File: config.mk
export PLATFORM = sky130hd
export DESIGN_NAME = otter_hazard_ctrl
export DESIGN_NICKNAME = d
export VERILOG_FILES = /design/src/rtl/otter_hazard_ctrl.sv
export SDC_FILE = /design/constraint.sdc
export NUM_CORES = 1
export LEC_CHECK = 0
export CAP_MARGIN = 10
export CORE_MARGIN = 10
export CORE_UTILIZATION = 44
export CTS_CLUSTER_DIAMETER = 200
export DETAILED_ROUTE_END_ITERATION = 10
export GPL_ROUTABILITY_DRIVEN = 0
export PLACE_DENSITY = 0.84
export SLEW_MARGIN = 0
export SYNTH_ARGS = -nofsm -noshare
export SYNTH_HDL_FRONTEND = slang
export SYNTH_SLANG_ARGS = --single-unit
File: constraint.sdc
create_clock -name CLK -period 2.4 [get_ports CLK]
set_clock_uncertainty 0.15 [all_clocks]
set_input_delay 0.48 -clock CLK [delete_from_list [all_inputs] [get_ports CLK]]
set_output_delay 0.48 -clock CLK [all_outputs]
set_load 0.02 [all_outputs]
File: src/rtl/otter_hazard_ctrl.sv
// Scoreboard-based hazard/forwarding controller for the pipelined OTTER core.
// Optional build macro HAZ_PERF_CNT_EN adds stall_cnt/flush_cnt event counters.
module otter_hazard_ctrl #(
  parameter int DEPTH        = 2,
  parameter int LOAD_LAT     = 1,
  parameter int FLUSH_CYCLES = 2,
  parameter int RA_W         = 5,
  localparam int SEL_W       = $clog2(DEPTH + 1)
) (
  input  logic             CLK,
  input  logic             RST,
  input  logic             id_valid,
  input  logic [RA_W-1:0]  id_rs1,
  input  logic [RA_W-1:0]  id_rs2,
  input  logic             id_rs1_used,
  input  logic             id_rs2_used,
  input  logic [RA_W-1:0]  id_rd,
  input  logic             id_rf_we,
  input  logic             id_is_load,
  input  logic             br_taken,
  output logic             stall,
  output logic             flush,
  output logic [SEL_W-1:0] fwd_sel_rs1,
  output logic [SEL_W-1:0] fwd_sel_rs2
`ifdef HAZ_PERF_CNT_EN
  ,
  output logic [31:0]      stall_cnt,
  output logic [31:0]      flush_cnt
`endif
);

  typedef struct packed {
    logic            vld;
    logic [RA_W-1:0] rd;
    logic            is_load;
  } sb_entry_t;

  // FLUSH_CYCLES tops out at 7, so a fixed 3-bit countdown always suffices.
  localparam logic [2:0] FCNT_RELOAD = 3'(FLUSH_CYCLES - 1);

  sb_entry_t  sb_q [1:DEPTH];
  sb_entry_t  sb_in;
  logic [2:0] fcnt_q;
  logic       rs1_wait;
  logic       rs2_wait;

  assign flush = br_taken || (fcnt_q != 3'd0);

  // Scan oldest to youngest so the youngest matching writer overwrites older ones.
  always_comb begin
    // NOTE: every always_comb output gets a default first, so no path leaves a latch.
    fwd_sel_rs1 = '0;
    fwd_sel_rs2 = '0;
    rs1_wait    = 1'b0;
    rs2_wait    = 1'b0;
    for (int k = DEPTH; k >= 1; k--) begin
      if (id_rs1_used && (id_rs1 != '0) && sb_q[k].vld && (sb_q[k].rd == id_rs1)) begin
        fwd_sel_rs1 = SEL_W'(k);
        rs1_wait    = sb_q[k].is_load && (k <= LOAD_LAT);
      end
      if (id_rs2_used && (id_rs2 != '0) && sb_q[k].vld && (sb_q[k].rd == id_rs2)) begin
        fwd_sel_rs2 = SEL_W'(k);
        rs2_wait    = sb_q[k].is_load && (k <= LOAD_LAT);
      end
    end
    stall = !flush && id_valid && (rs1_wait || rs2_wait);
  end

  // A stalled or squashed decode slot enters EX as a bubble.
  always_comb begin
    sb_in = '0;
    if (!stall && !flush && id_valid && id_rf_we && (id_rd != '0)) begin
      sb_in.vld     = 1'b1;
      sb_in.rd      = id_rd;
      sb_in.is_load = id_is_load;
    end
  end

  // Stages after ID are never held: the scoreboard shifts every clock.
  always_ff @(posedge CLK) begin
    if (RST) begin
      // NOTE: only vld needs a reset value; clearing whole entries keeps X out of the compares.
      for (int k = 1; k <= DEPTH; k++) sb_q[k] <= '0;
      fcnt_q <= 3'd0;
    end else begin
      // NOTE: non-blocking assignments let every stage read its predecessor's old value.
      sb_q[1] <= sb_in;
      for (int k = 2; k <= DEPTH; k++) sb_q[k] <= sb_q[k-1];
      if (br_taken)              fcnt_q <= FCNT_RELOAD;
      else if (fcnt_q != 3'd0)   fcnt_q <= fcnt_q - 3'd1;
    end
  end

`ifdef HAZ_PERF_CNT_EN
  always_ff @(posedge CLK) begin
    if (RST) begin
      stall_cnt <= 32'd0;
      flush_cnt <= 32'd0;
    end else begin
      if (stall) stall_cnt <= stall_cnt + 32'd1;
      if (flush) flush_cnt <= flush_cnt + 32'd1;
    end
  end
`endif

endmodule
* Word-level counts from Yosys, hierarchy flattened *
Memory sizes are Yosys's and may differ from the RTL's.
Cells that the tools add are included.

cells by class
  add/subtract/negate cells = 1
  equal/unequal tests = 4
  multiplexer cells = 14
  reduce and logical (&&, ||, !) cells = 26
  bitwise operators = 2

operators with widths
  cell                   count
  $mux W7                3
  $eq A5 B5 Y1           4
  $logic_and A1 B1 Y1    16
  $reduce_bool A5 Y1     3
  $mux W2                4
  $mux W1                7
  $reduce_bool A3 Y1     1
  $sub A3 B1 Y3 const B  1
  $logic_not A1 Y1       2
  $logic_or A1 B1 Y1     2
  $or A1 B1 Y1           2
  $reduce_bool A2 Y1     1
  $reduce_or A2 Y1       1

word-level totals
  memory bits (writable) = 14
  register bits after elaboration = 3
  bits of input ports = 23
  word-level logic and storage cells = 50
  memories kept = 1
  output and inout port bits = 6

memories
  memory  words  width  rd ports  clocked after Yosys merged registers in  write ports  line  text
  sb_q    2      7      2         0                                        2            41    sb_entry_t sb_q [1:DEPTH];

* Depth between registers and ports, before layout *
  word-level depth = 14
  gate-level depth with buffers = 6
  depth with buffers taken out = 6

* Worst setup path after synthesis *
Ideal clock, no wire load.

  kind = in2out
  start = in id_rs1[4]
  end = out stall
  stages on the path = 5
  required time = 1770 ps
  slack = 148 ps
  path buffers = 0
  data arrival time = 1622 ps
  cells stage by stage = xor2_1 -> nor4_2 -> and4_4 -> o21a_4 -> and3_1

between the ends
  word-level cells in the longest chain between the ends = 7
  elaborated cells between the ends (all ways) = 8
  those cells by class = eq/ne (1); mux (1); reduce/logical (6)

RTL lines
  item                               line  text
  start, declared                    13    input logic [RA_W-1:0] id_rs1,
  $reduce_bool A5 Y1                 57    if (id_rs1_used && (id_rs1 != '0) && sb_q[k].vld && (sb_q[k].rd == id_rs1)) begin
  $logic_and A1 B1 Y1 (2 in series)  57
  $logic_and A1 B1 Y1 (*)            57
  $mux W1 (*)                        57
  $logic_or A1 B1 Y1 (*)             66    stall = !flush && id_valid && (rs1_wait || rs2_wait);
  $logic_and A1 B1 Y1 (*)            66
  end, declared                      21    output logic stall,

Mark *: on every way between the ends. The rest lies on a longest branch, timed or not.

==> reports/results.txt <==
Top delay family on crit path: simple AND/OR/NAND/NOR gates
crit path capture: stall
Crit Path Max Fanout: 3
share of cells above drive strength 1: 32.2%
CTS sink count: 16
Critical Path Start: sb_q[1][3]$_SDFF_PP0_
initial antenna violation count: 0
largest net degree at the start of global routing: 10
failing checks: negative setup slack
setup TNS: -0.0162 ns
Worst Path Arrival: 1.79 ns
slack of the critical path: -0.0162 ns
most frequent cells in the layout: buf_4, dfxtp_1, nor2_1, xor2_1, nand2_1
Clk Tree Root Cell: clkbuf_4
Rows: 15
Top Ports: 29
Gate Count Post-Synth: 96
final hold violation count: 0
worst reg2reg setup slack: 0.51 ns
cts hold-fix bufs: 0
cts bufs inserted: 3
Power Density: 420 mW/mm^2
CP startpoint kind: flip-flop
RSZ-0062 raised after global routing: yes
DRC viols: 0
worst path cell trace: xor2_2 > nor4_1 > and4_2 > o21a_4 > and3_4 > buf_6
Leak: 0.577 nW
Mapped Avg Cell Area: 8.86 sq um
CP bufs+invs: 1
Top Usage Layer GRT: met2
fin nets: 170
Synth cell types: 24
Worst-path clk slew: 0.08 ns
period utilization: 101%
number of global-route vias before repair: 908
grt total ovfl: 0
outcome: complete, but fails checks
CTS Buffer Depth: 2
Worst VDD drop: 0.326 mV
Die Ht: 64.0 um
CORE AREA: 0.00178 sq mm
global-route met2 utilization: 22.8%
Area Growth Syn to Fin: 54.0%
Most used DFF post-synth: dfxtp_1
n_diodes: 0
Post-DP HPWL: 2.01 mm
Design Power: 0.550 mW
number of max-cap violations: 0
CTS tree: built
Highest Clock Rate: 0.414 GHz
1st-iter DRT viols: 20
RR Endpoint: sb_q[1][0]$_SDFF_PP0_
Total Routing Usage GR: 12.6%
GR Util met3: 4.18%
Yosys warnings: 0
Critical R2R Launch: fcnt_q[0]$_SDFFE_PP0P_
Worst Max-Slew Pin Slew: 0.310 ns
drt first pass iters: 4
crit path time final: 2.42 ns
latest clock arrival within the worst-skew pair: 0.28 ns
H-tree depth: 1
synthesized area: 851 sq um
number of synthesized flops with an enable pin: 0
met1 GRT Util: 12.9%
hold depth: 1
first-pass GRT wire length: 4.11 mm
Post-DP Area: 0.00126 sq mm
Worst path depth: 6
CP endpoint kind: output pin
total die area: 0.00409 sq mm
Routed WL: 2.56 mm
Slew headroom: 78.8%
Final ANT Viol Nets: 0
routed vias: 845
FF-to-FF path depth: 7
pre-CTS setup slack: -0.769 ns
design area: 0.00131 sq mm
die span in x: 64.0 um
most common cell after layout, fill and taps aside: buf_4
CP max-delay cell: dfxtp_4
max-slew violations: 0
#FFs+latches synth: 16
CP peak stage delay: 0.37 ns
critical path class: flip-flop to output pin
worst endpoint required time: 1.77 ns
asr flop ratio synth: 0%
# setup viols final: 1
initial core utilization: 47.7%
Final Util: 73.5%
Avg Vias per Cell: 5.03
Worst Hold Class: flip-flop to flip-flop
Syn Nets: 121
post-synthesis sequential area ratio: 37.6%
FILL cells: 136
DR WL/cell: 15.2 um
Buffers on Ports: 28
==> state kept, by name, summed over array words and instances (netlist names) <==
name	cells
fcnt_q	3
sb_q	13
==> cell type report <==
class	instances	area [sq um]	share of cell area, %
clock buffer	3	22.5	1.72
multi-input combinational	76	563	43.0
inverter	3	11.3	0.860
sequential	16	325	24.8
tap	25	31.3	2.39
timing repair buffer	45	357	27.2
==> what timing repair did <==
action	in CTS	in global routing
endpoints found under the setup margin	6	4
pin swaps	10	10
gates resized for setup	50	16
setup buffers	3	1
==> power by group <==
group | internal (mW) | total [mW] | leakage [nW] | switching, mW
Sequential | 0.272 | 0.278 | 0.131 | 0.00523
Clock | 0.0583 | 0.135 | 0.0138 | 0.0765
Combinational | 0.0703 | 0.138 | 0.432 | 0.0673
==> cell usage after synthesis, types with 2 or more instances <==
master / instances / share of area [%]
dfxtp_1: 16 / 38
xor2_1: 14 / 14
nor2_1: 13 / 5.7
nand2_1: 12 / 5.3
xnor2_1: 7 / 7.2
nor2b_1: 6 / 4.4
nor3_1: 5 / 2.9
inv_1: 3 / 1.3
nor4_1: 3 / 2.2
ha_1: 2 / 2.9
nand3_1: 2 / 1.2
==> metal layers <==
layer,vias up,wire (um),part of all wire (%)
li1,414,-,-
met1,393,1040,41
met2,32,1310,51
met3,6,151,5.9
met4,0,55,2.2
met5,-,0,0
==> stage by stage <==
step           hold slack, ns  instances
4_1_cts                 0.355        167
3_3_place_gp            0.337        161
2_1_floorplan           0.310         96
3_5_place_dp            0.343        161
6_report                0.349        168
5_1_grt                 0.361        168
==> cells by family after synthesis <==
family | count (synthesis) | share of synthesized area (%)
xor+xnor | 21 | 21.6
compound gates | 3 | 3.38
mux | 1 | 1.18
buf+inv | 4 | 1.76
fa+ha+maj | 2 | 2.94
simple gates | 49 | 31.5
flops | 16 | 37.6
==> worst min path at each step <==
stage,start,slack [ns],end
6_report,sb_q[1][5]$_SDFF_PP0_,0.35,sb_q[2][5]$_SDFF_PP0_
5_1_grt,sb_q[1][5]$_SDFF_PP0_,0.36,sb_q[2][5]$_SDFF_PP0_
4_1_cts,sb_q[1][6]$_SDFF_PP0_,0.36,sb_q[2][6]$_SDFF_PP0_
3_5_place_dp,sb_q[1][6]$_SDFF_PP0_,0.34,sb_q[2][6]$_SDFF_PP0_
3_3_place_gp,fcnt_q[1]$_SDFFE_PP0P_,0.34,fcnt_q[1]$_SDFFE_PP0P_
2_1_floorplan,sb_q[1][6]$_SDFF_PP0_,0.31,sb_q[2][6]$_SDFF_PP0_
Note: power is estimated with default switching activity, not from simulation.
